--- src/rtl/rv32i_pkg.sv ---
// Shared RV32I definitions used by the fetch stage and the decoder.
// Holds the NOP encoding, reset PC default, fetch FSM states and base opcodes.
package rv32i_pkg;

  localparam logic [31:0] NOP_INSTR        = 32'h0000_0013;
  localparam logic [31:0] DEFAULT_RESET_PC = 32'h0000_0000;

  localparam logic [6:0] OP_IMM = 7'b0010011;
  localparam logic [6:0] LUI    = 7'b0110111;
  localparam logic [6:0] AUIPC  = 7'b0010111;
  localparam logic [6:0] OP     = 7'b0110011;
  localparam logic [6:0] JAL    = 7'b1101111;
  localparam logic [6:0] JALR   = 7'b1100111;
  localparam logic [6:0] BRANCH = 7'b1100011;
  localparam logic [6:0] LOAD   = 7'b0000011;
  localparam logic [6:0] STORE  = 7'b0100011;

  typedef enum logic [1:0] {
    IDLE,
    WAIT,
    DISCARD
  } fetch_state_t;

  typedef struct packed {
    logic [31:0] pc;
    logic [31:0] instr;
  } fetch_entry_t;

endpackage

--- src/rtl/fetch_fifo.sv ---
// Small instruction buffer between memory return and the decoder.
// The head entry is kept in its own register so the output is flop-driven.
module fetch_fifo #(
  parameter int DEPTH = 2,
  parameter int WIDTH = 64
) (
  input  logic                   clk,
  input  logic                   rst,
  input  logic                   push,
  input  logic [WIDTH-1:0]       wdata,
  input  logic                   pop,
  input  logic                   flush,
  output logic [$clog2(DEPTH):0] count,
  output logic [WIDTH-1:0]       head
);

  localparam int PW = $clog2(DEPTH);

  logic [WIDTH-1:0] r_mem [DEPTH];
  logic [WIDTH-1:0] r_head;
  logic [WIDTH-1:0] w_head_nxt;
  logic [PW-1:0]    r_wr;
  logic [PW-1:0]    r_rd;
  logic [PW-1:0]    w_rd_nxt;
  logic [PW:0]      r_cnt;
  logic             w_push;
  logic             w_pop;

  assign w_pop  = pop && (r_cnt != '0);
  assign w_push = push && ((r_cnt != (PW+1)'(DEPTH)) || w_pop);

  assign w_rd_nxt = w_pop ? r_rd + PW'(1) : r_rd;

  // the next head may be the word being written this very cycle
  assign w_head_nxt = (w_push && (r_wr == w_rd_nxt)) ? wdata
                                                     : r_mem[w_rd_nxt];

  always_ff @(posedge clk or posedge rst) begin
    if (rst) begin
      r_wr   <= '0;
      r_rd   <= '0;
      r_cnt  <= '0;
      r_head <= '0;
      for (int i = 0; i < DEPTH; i++) r_mem[i] <= '0;
    end else if (flush) begin
      r_wr  <= '0;
      r_rd  <= '0;
      r_cnt <= '0;
    end else begin
      if (w_push) begin
        r_mem[r_wr] <= wdata;
        r_wr        <= r_wr + PW'(1);
      end
      r_rd   <= w_rd_nxt;
      r_cnt  <= r_cnt + (PW+1)'(w_push) - (PW+1)'(w_pop);
      r_head <= w_head_nxt;
    end
  end

  assign count = r_cnt;
  assign head  = r_head;

endmodule

--- src/rtl/fetch_unit.sv ---
// RV32I fetch stage: PC, single-outstanding imem handshake, redirect flush.
// Words land in fetch_fifo and are presented to the decoder as {instr, pc}.
module fetch_unit
  import rv32i_pkg::*;
#(
  parameter logic [31:0] RESET_PC   = rv32i_pkg::DEFAULT_RESET_PC,
  parameter int          FIFO_DEPTH = 2
) (
  input  logic        clk,
  input  logic        rst,
  output logic        imem_req,
  output logic [31:0] imem_addr,
  input  logic        imem_ack,
  input  logic [31:0] imem_rdata,
  input  logic        redirect_valid,
  input  logic [31:0] redirect_pc,
  input  logic        stall,
  output logic        instr_valid,
  output logic [31:0] instruccion,
  output logic [31:0] pc_out
);

  localparam int CW = $clog2(FIFO_DEPTH) + 1;

  fetch_state_t r_state;
  fetch_state_t w_state_nxt;
  logic [31:0]  r_pc;
  logic [31:0]  w_pc_nxt;
  logic [31:0]  r_addr;
  logic [31:0]  r_last_pc;
  logic [31:0]  w_tgt;
  logic         w_push;
  logic         w_pop;
  logic         w_credit;
  logic         w_issue;
  logic [CW-1:0] w_count;
  fetch_entry_t w_wdata;
  fetch_entry_t w_head;

  assign w_tgt    = redirect_pc & ~32'd3;
  assign w_credit = (w_count < CW'(FIFO_DEPTH));
  assign w_issue  = (r_state == IDLE) && (w_state_nxt == WAIT);
  assign w_wdata  = '{pc: r_pc, instr: imem_rdata};

  always_comb begin
    w_state_nxt = r_state;
    w_pc_nxt    = r_pc;
    w_push      = 1'b0;
    unique case (r_state)
      IDLE: begin
        if (!redirect_valid && w_credit) w_state_nxt = WAIT;
      end
      WAIT: begin
        if (redirect_valid) begin
          w_state_nxt = imem_ack ? IDLE : DISCARD;
        end else if (imem_ack) begin
          w_push      = 1'b1;
          w_pc_nxt    = r_pc + 32'd4;
          w_state_nxt = IDLE;
        end
      end
      DISCARD: begin
        if (imem_ack) w_state_nxt = IDLE;
      end
      default: w_state_nxt = IDLE;
    endcase
    if (redirect_valid) w_pc_nxt = w_tgt;
  end

  // imem_addr is latched separately so it stays put across a DISCARD
  always_ff @(posedge clk or posedge rst) begin
    if (rst) begin
      r_state   <= IDLE;
      r_pc      <= RESET_PC;
      r_addr    <= RESET_PC;
      r_last_pc <= '0;
    end else begin
      r_state <= w_state_nxt;
      r_pc    <= w_pc_nxt;
      if (w_issue) r_addr <= r_pc;
      if (instr_valid) r_last_pc <= w_head.pc;
    end
  end

  assign w_pop = instr_valid && !stall && !redirect_valid;

  fetch_fifo #(
    .DEPTH (FIFO_DEPTH),
    .WIDTH (64)
  ) u_fifo (
    .clk   (clk),
    .rst   (rst),
    .push  (w_push),
    .wdata (w_wdata),
    .pop   (w_pop),
    .flush (redirect_valid),
    .count (w_count),
    .head  (w_head)
  );

  assign imem_req    = (r_state != IDLE);
  assign imem_addr   = r_addr;
  assign instr_valid = (w_count != '0);
  assign instruccion = instr_valid ? w_head.instr : NOP_INSTR;
  assign pc_out      = instr_valid ? w_head.pc : r_last_pc;

endmodule

--- config.mk ---
export PLATFORM = sky130hd
export DESIGN_NAME = fetch_unit
export DESIGN_NICKNAME = d
export VERILOG_FILES = /design/src/rtl/rv32i_pkg.sv /design/src/rtl/fetch_fifo.sv /design/src/rtl/fetch_unit.sv
export SDC_FILE = /design/constraint.sdc
export NUM_CORES = 1
export LEC_CHECK = 0
export ABC_AREA = 0
export CORE_ASPECT_RATIO = 0.8
export CORE_UTILIZATION = 33
export DETAILED_ROUTE_END_ITERATION = 8
export DONT_BUFFER_PORTS = 1
export PLACE_DENSITY_LB_ADDON = 0.08
export SYNTH_ARGS = -nofsm -noshare
export SYNTH_HDL_FRONTEND = slang
export SYNTH_HIERARCHICAL = 1
export SYNTH_SLANG_ARGS = --single-unit
--- constraint.sdc ---
create_clock -name clk -period 10.3 [get_ports clk]
set_input_delay 2.575 -clock clk [delete_from_list [all_inputs] [get_ports clk]]
set_output_delay 2.575 -clock clk [all_outputs]
set_load 0.1 [all_outputs]
==> results of run 1 <==
==> flip-flops by register name (all words and copies together), names as in the netlist <==
name	cells
r_pc	30
u_fifo/count	2
u_fifo/r_mem	128
u_fifo/r_wr	1
u_fifo/head	64
u_fifo/r_rd	1
imem_addr	30
r_last_pc	32
r_state	2
==> critical path: stages (launching register included) <==
cell                      delay, ns
sky130_fd_sc_hd__dfrtp_1       0.53
sky130_fd_sc_hd__nor2_4        0.08
sky130_fd_sc_hd__inv_2         0.73
sky130_fd_sc_hd__and2_1        0.93
==> kinds of logic after synthesis <==
group | count (synthesis)
compound gates | 241
mux | 194
flops | 290
simple gates | 282
fa+ha+maj | 3
other cells | 1
buf+inv | 107
xor+xnor | 16
==> cells in the mapped netlist (14+ instances only) <==
library cell	number	area, um^2
sky130_fd_sc_hd__dfrtp_1	290	7260
sky130_fd_sc_hd__o41ai_1	65	569
sky130_fd_sc_hd__buf_4	15	113
sky130_fd_sc_hd__mux2_1	64	721
sky130_fd_sc_hd__and2_1	31	194
sky130_fd_sc_hd__clkbuf_1	45	169
sky130_fd_sc_hd__nand2b_1	68	425
sky130_fd_sc_hd__nand2_1	87	327
sky130_fd_sc_hd__o21ai_0	15	75.1
sky130_fd_sc_hd__nor2_1	24	90.1
sky130_fd_sc_hd__or4_1	14	105
sky130_fd_sc_hd__a21oi_1	64	320
sky130_fd_sc_hd__buf_2	30	150
sky130_fd_sc_hd__a31oi_1	80	500
sky130_fd_sc_hd__mux2_2	127	1430
==> power groups by stage <==
stage	clock network, mW	registers, mW	logic [mW]
final	1.20	1.79	1.02
after global routing	1.29	1.83	1.08
after CTS	1.24	1.79	1.03
after detailed placement	0	1.81	1.03
after global placement	0	1.80	1.02
after floorplan	0	1.75	0.961
==> final timing paths <==
path / from / endpoint / slack, ns / cells past startpoint
max: u_fifo/count[1]$_DFF_PP0_ / instruccion[10] / 4.89 / 3
min: u_fifo/r_mem[94]$_DFFE_PP0P_ / u_fifo/r_mem[94]$_DFFE_PP0P_ / 0.48 / 1
max reg2reg: u_fifo/count[1]$_DFF_PP0_ / u_fifo/head[35]$_DFFE_PP0N_ / 6.90 / 8
min reg2reg: u_fifo/r_mem[94]$_DFFE_PP0P_ / u_fifo/r_mem[94]$_DFFE_PP0P_ / 0.48 / 1
max in group asynchronous: rst / u_fifo/r_mem[77]$_DFFE_PP0P_ / 6.66 / 2
min in group asynchronous: rst / r_last_pc[2]$_DFF_PP0_ / 1.99 / 1
==> through the flow <==
step	power, mW	hold slack [ns]	util	instances
6_report	4.01	0.483	0.375	1660
5_1_grt	4.19	0.498	0.375	1660
4_1_cts	4.06	0.487	0.375	1660
3_5_place_dp	2.84	0.475	0.347	1601
3_3_place_gp	2.82	0.468	0.347	1601
2_1_floorplan	2.71	0.458	-	1141
==> cell type report <==
type,count,area (um^2),area share
Inverter,14,62.6,0.00422
Timing Repair Buffer,17,128,0.00861
Clock buffer,58,1090,0.0739
Multi-Input combinational cell,744,5600,0.378
Clock inverter,1,5.00,0.000338
Tap cell,536,671,0.0453
Sequential cell,290,7260,0.490
==> cells in the final DEF (no fill, tap or decap), drive strengths merged, types with 2 or more instances in the layout <==
| cell type | Yosys | routed |
|---|---|---|
| a31oi | 80 | 80 |
| o41ai | 65 | 65 |
| nor3 | 3 | 3 |
| o31ai | 11 | 11 |
| and2 | 31 | 31 |
| a21oi | 64 | 64 |
| o211ai | 2 | 2 |
| nand2b | 68 | 68 |
| dfrtp | 290 | 290 |
| nor2b | 3 | 3 |
| nand4 | 10 | 10 |
| clkbuf | 45 | 58 |
| nor4 | 6 | 6 |
| nand3b | 2 | 2 |
| xor2 | 4 | 4 |
| and3 | 3 | 3 |
| clkinv | 1 | 2 |
| o21ai | 16 | 16 |
| or2 | 2 | 2 |
| ha | 3 | 3 |
| xnor2 | 12 | 12 |
| buf | 48 | 17 |
| inv | 13 | 13 |
| and4 | 6 | 6 |
| nand3 | 13 | 13 |
| or3 | 4 | 4 |
| nand2 | 87 | 87 |
| nor2 | 24 | 24 |
| mux2 | 191 | 191 |
| mux2i | 3 | 3 |
| or4 | 15 | 15 |
| conb | 1 | 8 |
==> per-layer routing <==
| layer | track usage | part of all wire |
|---|---|---|
| met3 | 0.0498 | 0.055 |
| met1 | 0.269 | 0.49 |
| met4 | 0.0465 | 0.020 |
| met2 | 0.279 | 0.44 |
| met5 | 0 | 0.00045 |
==> flow_summary.rst, run 1 <==
.. list-table::
   :header-rows: 1

   * - Metric
     - Value
   * - Comb power frac
     - 0.254
   * - Fraction of the mapped netlist area in compound gates
     - 0.120
   * - Final setup violating endpoints
     - 0
   * - Total global routing overflow
     - 0
   * - Initial antenna violation count
     - 1
   * - RSZ-0062 raised after global routing
     - no
   * - Number of flops mapped to enable cells by yosys
     - 0
   * - Root Driver
     - sky130_fd_sc_hd__clkbuf_16
   * - Worst endpoint data arrival time
     - 2.84 ns
   * - Vias per cell
     - approximately 5.4
   * - Final antenna diode count
     - 0
   * - Combinational family with the most area after synthesis
     - multiplexers
   * - Buffer count from post-CTS setup fixing
     - 0
   * - Register clock-pin slew on the reported worst setup and hold paths
     - 0.05 ns
   * - Horizontal die dimension
     - between 200 and 250 um
   * - Global-route usage over all layers
     - 0.188
   * - Max-cap violation count
     - 0
   * - Share of final-layout standard cells stronger than drive strength 1
     - 0.183
   * - CTS Buf Count
     - 35
   * - Mapped cell area
     - ~0.013 mm^2
   * - Post-route clock skew
     - 0.0203 ns
   * - Filler Cell Count
     - slightly below 4000
   * - Worst skew pair latency
     - between 0.5 and 0.6 ns
   * - Number of placement rows
     - 65
   * - Number of top-level pins
     - 167
   * - FF+latch count, synth
     - 290
   * - FMAX
     - 185 MHz
   * - Mux cell area share after synthesis
     - 0.164
   * - First-pass GRT wire length
     - roughly 60 mm
   * - Overall routed net length
     - roughly 38 mm
   * - Setup ws final
     - just under 5 ns
   * - Routability-driven placement congestion ratio
     - 0.707
   * - DRC viols
     - 0
   * - Maximum number of pins on one net before global-route repair
     - approximately 230
   * - Time the worst path needs with I/O delays and setup
     - 5.41 ns
   * - CTS tree
     - built
   * - Synthesized instance count
     - about 1100
   * - Growth of design area from synthesis to finish
     - 11.7%
   * - Final nets
     - 1174
   * - Final setup TNS
     - 0 ns
   * - Peak supply drop
     - around 0.15 mV
   * - Sequential power share
     - 0.446
   * - Worst rel slew slack
     - 0.309
   * - Total via count after detailed routing
     - 8930
   * - Drt wl/cell
     - 22.6 um
   * - Number of unique standard cell types used by synthesis
     - 50
   * - Startpoint type of the worst setup path
     - flip-flop
   * - Number of sinks on the clock net
     - just under 300
   * - Hold buffer count at CTS
     - 0
   * - Run status
     - finished clean
   * - Final Instance Area
     - between 0.01 and 0.015 mm^2
   * - Antenna Violating Nets Remaining
     - 0
   * - Final slew viol count
     - 0
   * - Clk pwr share
     - 0.299
   * - Area of the die
     - 0.0410 mm^2
   * - Post-DP HPWL
     - roughly 21 mm
   * - Vias in the first global route
     - about 9400
   * - Instance area after placement
     - about 0.014 mm^2
   * - Router iterations before antenna repair
     - 4
   * - Parity-gate share of the synthesized area counting xor and xnor cells
     - 0.0111
   * - Switching pwr
     - between 1.5 and 2 mW
   * - Share of flip-flops with an asynchronous set or reset
     - 1.00
   * - Warning count from the yosys run
     - 6
   * - Static Leakage
     - between 6 and 7 nW
   * - Worst Setup Path Type
     - flip-flop to output pin
   * - Initial cell density of the core
     - 0.336
   * - Switching Share
     - 0.407
   * - Critical Path Sink Type
     - output pin
   * - Post-synthesis share of cell area spent on full adders, half adders and majority gates
     - 0.00283
   * - Post-synthesis average cell area
     - 11.7 um^2
   * - Max Root-Sink Buffers
     - 3
   * - CTS HTree Levels
     - 2
   * - Actual transition at the worst max-transition pin
     - roughly 1.0 ns
   * - Dominant register cell in the synthesized netlist
     - sky130_fd_sc_hd__dfrtp_1
   * - Standard cell core area
     - 0.0395 mm^2
   * - DRC marker count from the first detailed-route iteration
     - 534
   * - Share of synthesized cell area in and, or, nand and nor gates
     - 0.116
   * - Number of hold violations in the final report
     - 0
   * - Port buffer count
     - 0
   * - Maximum fanout count along the critical path
     - 33
   * - Portion of the post-synthesis area used by sequential elements
     - 0.547
   * - Hold Crit Class
     - flip-flop to flip-flop
   * - Internal power
     - 2.38 mW
   * - Die outline height
     - 181 um
   * - Total power divided by cell area
     - 270 mW/mm^2
   * - # resized after CTS
     - 0
   * - Final worst path period share
     - 0.526
   * - Crit path required time
     - 7.73 ns
   * - Pre-CTS WS
     - between 5 and 6 ns
Note: power is estimated with default switching activity, not from simulation.
==> inputs of run 2 (changes only) <==
- clock period: 10.3 -> 4.85 ns (I/O delays scaled with it)
==> run 2 against run 1 <==
Worst hold slack better by 0.0022 ns. Flip-flop and latch count stayed put. Clock skew is 0.0089 ns lower. Clock-buffer cell count is 6 lower. Power is 110% higher. Cell count hardly changed. Clock power is 110% higher. Critical path depth is 1 higher.
==> flow_summary.rst, run 2 (same netlist as run 1, synthesis figures left out) <==
.. list-table::
   :header-rows: 1

   * - Metric
     - Value
   * - Run status
     - finished clean
   * - Actual transition at the worst max-transition pin
     - 1.04 ns (+0.00381 ns)
   * - Most frequent cells in the layout
     - sky130_fd_sc_hd__dfrtp_1, sky130_fd_sc_hd__mux2_2, sky130_fd_sc_hd__nand2_1, sky130_fd_sc_hd__a31oi_1, sky130_fd_sc_hd__nand2b_1
   * - Post-DP HPWL
     - 21.6 mm (+1.4%)
   * - First-pass GRT wire length
     - 58.4 mm (-0.75%)
   * - Instance area after placement
     - 0.0138 mm^2 (+0.44%)
   * - Highest-delay cell along the critical path
     - sky130_fd_sc_hd__and2_1
   * - Area of the multi-input gates
     - 0.00560 mm^2 (about the same)
   * - DRC viols
     - 0 (unchanged)
   * - Reg-to-Reg Start
     - u_fifo/r_rd$_DFF_PP0_
   * - Final Instance Area
     - 0.0149 mm^2 (+0.29%)
   * - Vias in the first global route
     - 9156 (-2.1%)
   * - Growth of design area from synthesis to finish
     - 12.0%
   * - Area used by sequential logic in the layout
     - 0.00726 mm^2 (unchanged)
   * - RSZ-0062 raised after global routing
     - no
   * - GR met1 Demand/Resource
     - 0.274 (+0.00500)
   * - Crit path required time
     - 3.64 ns (-4.09 ns)
   * - Global-route usage over all layers
     - 0.185 (-0.00271)
   * - Standard cell core area
     - 0.0395 mm^2 (unchanged)
   * - Critical path depth in cells
     - 4 (+1)
   * - Time the worst path needs with I/O delays and setup
     - 3.97 ns
   * - Horizontal die dimension
     - 226 um (unchanged)
   * - Total via count after detailed routing
     - 8932 (+0.022%)
   * - Critical Path Sink Type
     - output pin
   * - Post-route clock skew
     - 0.0114 ns (-0.00889 ns)
   * - Filler Cell Count
     - 3882 (-0.94%)
   * - Maximum fanout count along the critical path
     - 30 (-9.1%)
   * - Worst endpoint data arrival time
     - 2.76 ns (-0.08 ns)
   * - Worst rel slew slack
     - 0.307 (-0.00154)
   * - Number of sinks on the clock net
     - 290 (unchanged)
   * - Cell-by-cell listing of the critical path
     - nor2_4, inv_2, buf_4, and2_1
   * - Leading cell type in the layout, fill and taps excluded
     - sky130_fd_sc_hd__dfrtp_1
   * - Number of hold violations in the final report
     - 0 (unchanged)
   * - Buffer count from post-CTS setup fixing
     - 0 (unchanged)
   * - Max Root-Sink Buffers
     - 3 (unchanged)
   * - Overall routed net length
     - 37.5 mm (-0.27%)
   * - Non-filler cells, final
     - 1661 (+0.060%)
   * - Final slew viol count
     - 0 (unchanged)
   * - Hold Crit Class
     - flip-flop to flip-flop
   * - Total power divided by cell area
     - 572 mW/mm^2 (+110%)
   * - Setup ws final
     - 0.880 ns (-4.01 ns)
   * - Static Leakage
     - 6.15 nW (+0.32%)
   * - Setup slack of the most critical reg-to-reg path
     - 1.43 ns (-5.47 ns)
   * - Initial cell density of the core
     - 0.336 (unchanged)
   * - Number of placement rows
     - 65 (unchanged)
   * - Peak supply drop
     - 0.372 mV (+150%)
   * - Antenna Violating Nets Remaining
     - 0 (unchanged)
   * - CTS tree
     - built
   * - # resized after CTS
     - 0 (unchanged)
   * - Met3 routing resource usage after global routing
     - 0.0395 (-0.0102)
   * - Root Driver
     - sky130_fd_sc_hd__clkbuf_16
   * - Launch point of the critical path
     - u_fifo/count[1]$_DFF_PP0_
   * - Gr busiest metal
     - met2
   * - Worst skew pair latency
     - 0.52 ns (about the same)
   * - Worst Setup Path Type
     - flip-flop to output pin
   * - Number of placed instances, taps included
     - 1604 (+0.19%)
   * - Final antenna diode count
     - 0 (unchanged)
   * - Router iterations before antenna repair
     - 5 (+1)
   * - DRC marker count from the first detailed-route iteration
     - 640 (+20%)
   * - Critical R2R Capture
     - u_fifo/head[5]$_DFFE_PP0N_
   * - Final setup violating endpoints
     - 0 (unchanged)
   * - Maximum number of pins on one net before global-route repair
     - 233 (unchanged)
   * - Total power
     - 8.50 mW (+110%)
   * - CTS Buf Count
     - 34 (-2.9%)
   * - Drt wl/cell
     - 22.6 um (-0.33%)
   * - Largest stage delay on the critical path
     - 0.82 ns (-0.11 ns)
   * - Bufs and invs on worst path
     - 2 (+1)
   * - Startpoint type of the worst setup path
     - flip-flop
   * - Total global routing overflow
     - 0 (unchanged)
   * - Area of the die
     - 0.0410 mm^2 (unchanged)
   * - Vias per cell
     - 5.38 (about the same)
   * - Number of top-level pins
     - 167 (unchanged)
   * - Critical Path End
     - instruccion[25]
   * - Final worst path period share
     - 0.819
   * - Path depth of the worst reg2reg path
     - 5 (-3)
   * - Final nets
     - 1176 (+0.17%)
   * - Most flop-heavy register
     - u_fifo/r_mem
   * - Register clock-pin slew on the reported worst setup and hold paths
     - 0.06 ns (about the same)
   * - Die outline height
     - 181 um (unchanged)
   * - Kind of cell with the highest combined delay on the critical path
     - simple AND/OR/NAND/NOR gates
   * - Flip-flop count of the largest register after layout
     - 128 (unchanged)
   * - Initial antenna violation count
     - 1 (unchanged)
   * - Port buffer count
     - 0 (unchanged)
   * - FMAX
     - 252 MHz
   * - CTS HTree Levels
     - 2 (unchanged)
   * - Hold buffer count at CTS
     - 0 (unchanged)
   * - Share of final-layout standard cells stronger than drive strength 1
     - 0.186 (+0.00250)
   * - Met2 Use GR
     - 0.275 (-0.00429)
   * - Max-cap violation count
     - 0 (unchanged)
   * - Final setup TNS
     - 0 ns (unchanged)
   * - Pre-CTS WS
     - 1.34 ns (-3.94 ns)
   * - Routability-driven placement congestion ratio
     - 0.725 (+2.5%)
[run 2: worst min-delay path by stage]
stage	start	endpoint	slack, ns	depth (start not counted)
2_1_floorplan	u_fifo/r_mem[121]$_DFFE_PP0P_	u_fifo/r_mem[121]$_DFFE_PP0P_	0.46	1
3_3_place_gp	u_fifo/r_mem[90]$_DFFE_PP0P_	u_fifo/r_mem[90]$_DFFE_PP0P_	0.47	1
3_5_place_dp	u_fifo/r_mem[105]$_DFFE_PP0P_	u_fifo/r_mem[105]$_DFFE_PP0P_	0.47	1
4_1_cts	u_fifo/r_mem[66]$_DFFE_PP0P_	u_fifo/r_mem[66]$_DFFE_PP0P_	0.49	1
5_1_grt	u_fifo/r_mem[100]$_DFFE_PP0P_	u_fifo/r_mem[100]$_DFFE_PP0P_	0.50	1
6_report	u_fifo/r_mem[103]$_DFFE_PP0P_	u_fifo/r_mem[103]$_DFFE_PP0P_	0.49	1
[run 2: cell type report]
cell class	count	area share
Inverter	14	0.00396
Sequential cell	290	0.488
Clock buffer	52	0.0695
Clock inverter	5	0.00337
Multi-Input combinational cell	744	0.377
Timing Repair Buffer	20	0.0126
Tap cell	536	0.0451
[run 2: where the power goes]
| group | switching [mW] | internal, mW |
|---|---|---|
| Sequential | 0.809 | 2.99 |
| Combinational | 1.64 | 0.533 |
| Clock | 1.01 | 1.51 |
| Total | 3.46 | 5.04 |
[run 2: metal layers]
metal  wire length, um  share of wire  vias to the layer above
met5                 0              0                        -
met4               493          0.013                        0
met3              1990          0.053                       40
met2             16500           0.44                      185
met1             18500           0.49                     4612
li1                  -              -                     4095
[run 2: per-stage QoR]
stage                     utilization  hold slack (ns)
after floorplan                     -            0.458
after global placement          0.349            0.468
after detailed placement        0.349            0.475
after CTS                       0.376            0.487
after global routing            0.376            0.501
final                           0.376            0.485
==> inputs of run 3 (changes only) <==
- clock period: 4.85 -> 4.09 ns (I/O delays scaled with it)
==> run 3 against run 2 <==
Cell area increased by 1.7%. Setup slack lost 0.34 ns. Sequential power is 18% higher. Highest routed layer unchanged. First-iteration DRC count decreased by 16%. Register-to-register slack worse by 0.41 ns. Clock power increased by 17%. Flip-flop and latch count is the same. Critical endpoint is now pc_out[31]. Global-route usage is essentially flat. Largest power group unchanged. Critical path type unchanged. Clock skew up 0.0034 ns.
==> flow_summary.rst, run 3 (same netlist as run 1, synthesis figures left out) <==
.. list-table::
   :header-rows: 1

   * - Metric
     - Value
   * - Vias per cell
     - 5.34 (-0.76%)
   * - RSZ-0062 raised after global routing
     - no
   * - Largest stage delay on the critical path
     - 0.64 ns (-0.18 ns)
   * - Run status
     - finished clean
   * - Peak supply drop
     - 0.438 mV (+18%)
   * - Root Driver
     - sky130_fd_sc_hd__clkbuf_16
   * - Instance area after placement
     - 0.0140 mm^2 (+1.8%)
   * - Port buffer count
     - 0 (unchanged)
   * - Die outline height
     - 181 um (unchanged)
   * - Antenna Violating Nets Remaining
     - 0 (unchanged)
   * - CTS Buf Count
     - 34 (unchanged)
   * - # resized after CTS
     - 0 (unchanged)
   * - Worst skew pair latency
     - 0.52 ns (about the same)
   * - Cell-by-cell listing of the critical path
     - nor2_4, buf_4, mux2_2
   * - Vias in the first global route
     - 9172 (+0.17%)
   * - Hold buffer count at CTS
     - 0 (unchanged)
   * - Filler Cell Count
     - 3940 (+1.5%)
   * - Total power divided by cell area
     - 667 mW/mm^2 (+17%)
   * - Maximum number of pins on one net before global-route repair
     - 233 (unchanged)
   * - Buffer count from post-CTS setup fixing
     - 0 (unchanged)
   * - Router iterations before antenna repair
     - 5 (unchanged)
   * - Global-route usage over all layers
     - 0.185 (about the same)
   * - Share of final-layout standard cells stronger than drive strength 1
     - 0.210 (+0.0239)
   * - Max Root-Sink Buffers
     - 3 (unchanged)
   * - Standard cell core area
     - 0.0395 mm^2 (unchanged)
   * - Final worst path period share
     - 0.867
   * - Maximum fanout count along the critical path
     - 24 (-20%)
   * - Actual transition at the worst max-transition pin
     - 0.989 ns (-0.0504 ns)
   * - Drt wl/cell
     - 22.0 um (-2.5%)
   * - Most flop-heavy register
     - u_fifo/r_mem
   * - Horizontal die dimension
     - 226 um (unchanged)
   * - FMAX
     - 282 MHz
   * - Routability-driven placement congestion ratio
     - 0.715 (-1.4%)
   * - Number of top-level pins
     - 167 (unchanged)
   * - Flip-flop count of the largest register after layout
     - 128 (unchanged)
   * - Number of hold violations in the final report
     - 0 (unchanged)
   * - Leading cell type in the layout, fill and taps excluded
     - sky130_fd_sc_hd__dfrtp_1
   * - DRC viols
     - 0 (unchanged)
   * - Final Instance Area
     - 0.0151 mm^2 (+1.7%)
   * - CTS tree
     - built
   * - Total via count after detailed routing
     - 9051 (+1.3%)
   * - Area of the die
     - 0.0410 mm^2 (unchanged)
   * - Final setup violating endpoints
     - 0 (unchanged)
   * - CTS HTree Levels
     - 2 (unchanged)
   * - Initial antenna violation count
     - 1 (unchanged)
   * - DRC marker count from the first detailed-route iteration
     - 537 (-16%)
   * - Max-cap violation count
     - 0 (unchanged)
   * - Worst Setup Path Type
     - flip-flop to output pin
   * - Worst endpoint data arrival time
     - 2.52 ns (-0.24 ns)
   * - Time the worst path needs with I/O delays and setup
     - ~3.5 ns
   * - Initial cell density of the core
     - 0.336 (unchanged)
   * - Final nets
     - 1209 (+2.8%)
   * - Total global routing overflow
     - 0 (unchanged)
   * - Number of placement rows
     - 65 (unchanged)
   * - Hold Crit Class
     - input port to asynchronous set/reset pin
   * - Setup slack of the most critical reg-to-reg path
     - 1.02 ns (-0.41 ns)
   * - First-pass GRT wire length
     - 57.9 mm (-0.80%)
   * - Highest-delay cell along the critical path
     - sky130_fd_sc_hd__mux2_2
   * - Critical Path Sink Type
     - output pin
   * - Static Leakage
     - 6.32 nW (+2.8%)
   * - Number of sinks on the clock net
     - 290 (unchanged)
   * - Growth of design area from synthesis to finish
     - 13.8%
   * - Register clock-pin slew on the reported worst setup and hold paths
     - 0.06 ns (about the same)
   * - Post-DP HPWL
     - 21.6 mm (+0.37%)
   * - Crit path required time
     - 3.07 ns (-0.57 ns)
   * - Final slew viol count
     - 0 (unchanged)
   * - Path depth of the worst reg2reg path
     - 7 (+2)
   * - Worst rel slew slack
     - 0.327 (+0.0195)
   * - Overall routed net length
     - 37.3 mm (-0.41%)
   * - Final setup TNS
     - 0 ns (unchanged)
   * - Most frequent cells in the layout
     - sky130_fd_sc_hd__dfrtp_1, sky130_fd_sc_hd__mux2_2, sky130_fd_sc_hd__nand2_1, sky130_fd_sc_hd__a31oi_1, sky130_fd_sc_hd__nand2b_1
   * - Post-route clock skew
     - 0.0148 ns (+0.00336 ns)
   * - Startpoint type of the worst setup path
     - flip-flop
run 3: worst paths after layout:
check / from / end
max in group asynchronous: rst / r_last_pc[0]$_DFF_PP0_
min: rst / imem_addr[8]$_DFFE_PP0P_
min reg2reg: u_fifo/r_mem[100]$_DFFE_PP0P_ / u_fifo/r_mem[100]$_DFFE_PP0P_
max reg2reg: u_fifo/count[1]$_DFF_PP0_ / u_fifo/head[1]$_DFFE_PP0N_
min in group clk: u_fifo/r_mem[100]$_DFFE_PP0P_ / u_fifo/r_mem[100]$_DFFE_PP0P_
max: u_fifo/count[1]$_DFF_PP0_ / pc_out[31]
run 3: final cells by class:
class,count,area (um^2),share of cell area
flip-flops and latches,290,7260,0.480
well taps,536,671,0.0444
diodes,1,2.50,0.000166
repair buffers,53,435,0.0288
clock buffers,56,1060,0.0705
inverters,14,58.8,0.00389
multi-input cells,744,5600,0.371
clock inverters,2,13.8,0.000911
run 3: layer usage:
layer | share of wire | global-route usage | vias up
met3 | 0.055 | 0.0382 | 41
met5 | 0 | 0 | -
met1 | 0.49 | 0.274 | 4642
met2 | 0.44 | 0.274 | 194
met4 | 0.014 | 0.0424 | 0
li1 | - | - | 4174
run 3: report_power, final:
group          switching [mW]  leakage, nW  internal, mW  total [mW]
logic                    1.95         2.24         0.653        2.60
clock network            1.20        0.531          1.77        2.97
registers               0.952         3.56          3.55        4.50
run 3: worst max-delay path, delay by kind of cell, from the launching register on:
kind	cells	cell delay [ns]
muxes	1	0.64
DFF	1	0.48
buffers and inverters	1	0.48
and+or+nand+nor	1	0.38
run 3: through the flow:
step	cells	setup WS [ns]	power, mW	util	hold slack [ns]
floorplan	1141	0.519	6.82	-	0.458
global placement	1637	0.573	7.15	0.355	0.467
detailed placement	1637	0.595	7.18	0.355	0.475
CTS	1695	0.500	10.2	0.382	0.488
global route	1696	0.411	10.5	0.382	0.497
finish	1696	0.543	10.1	0.382	0.482
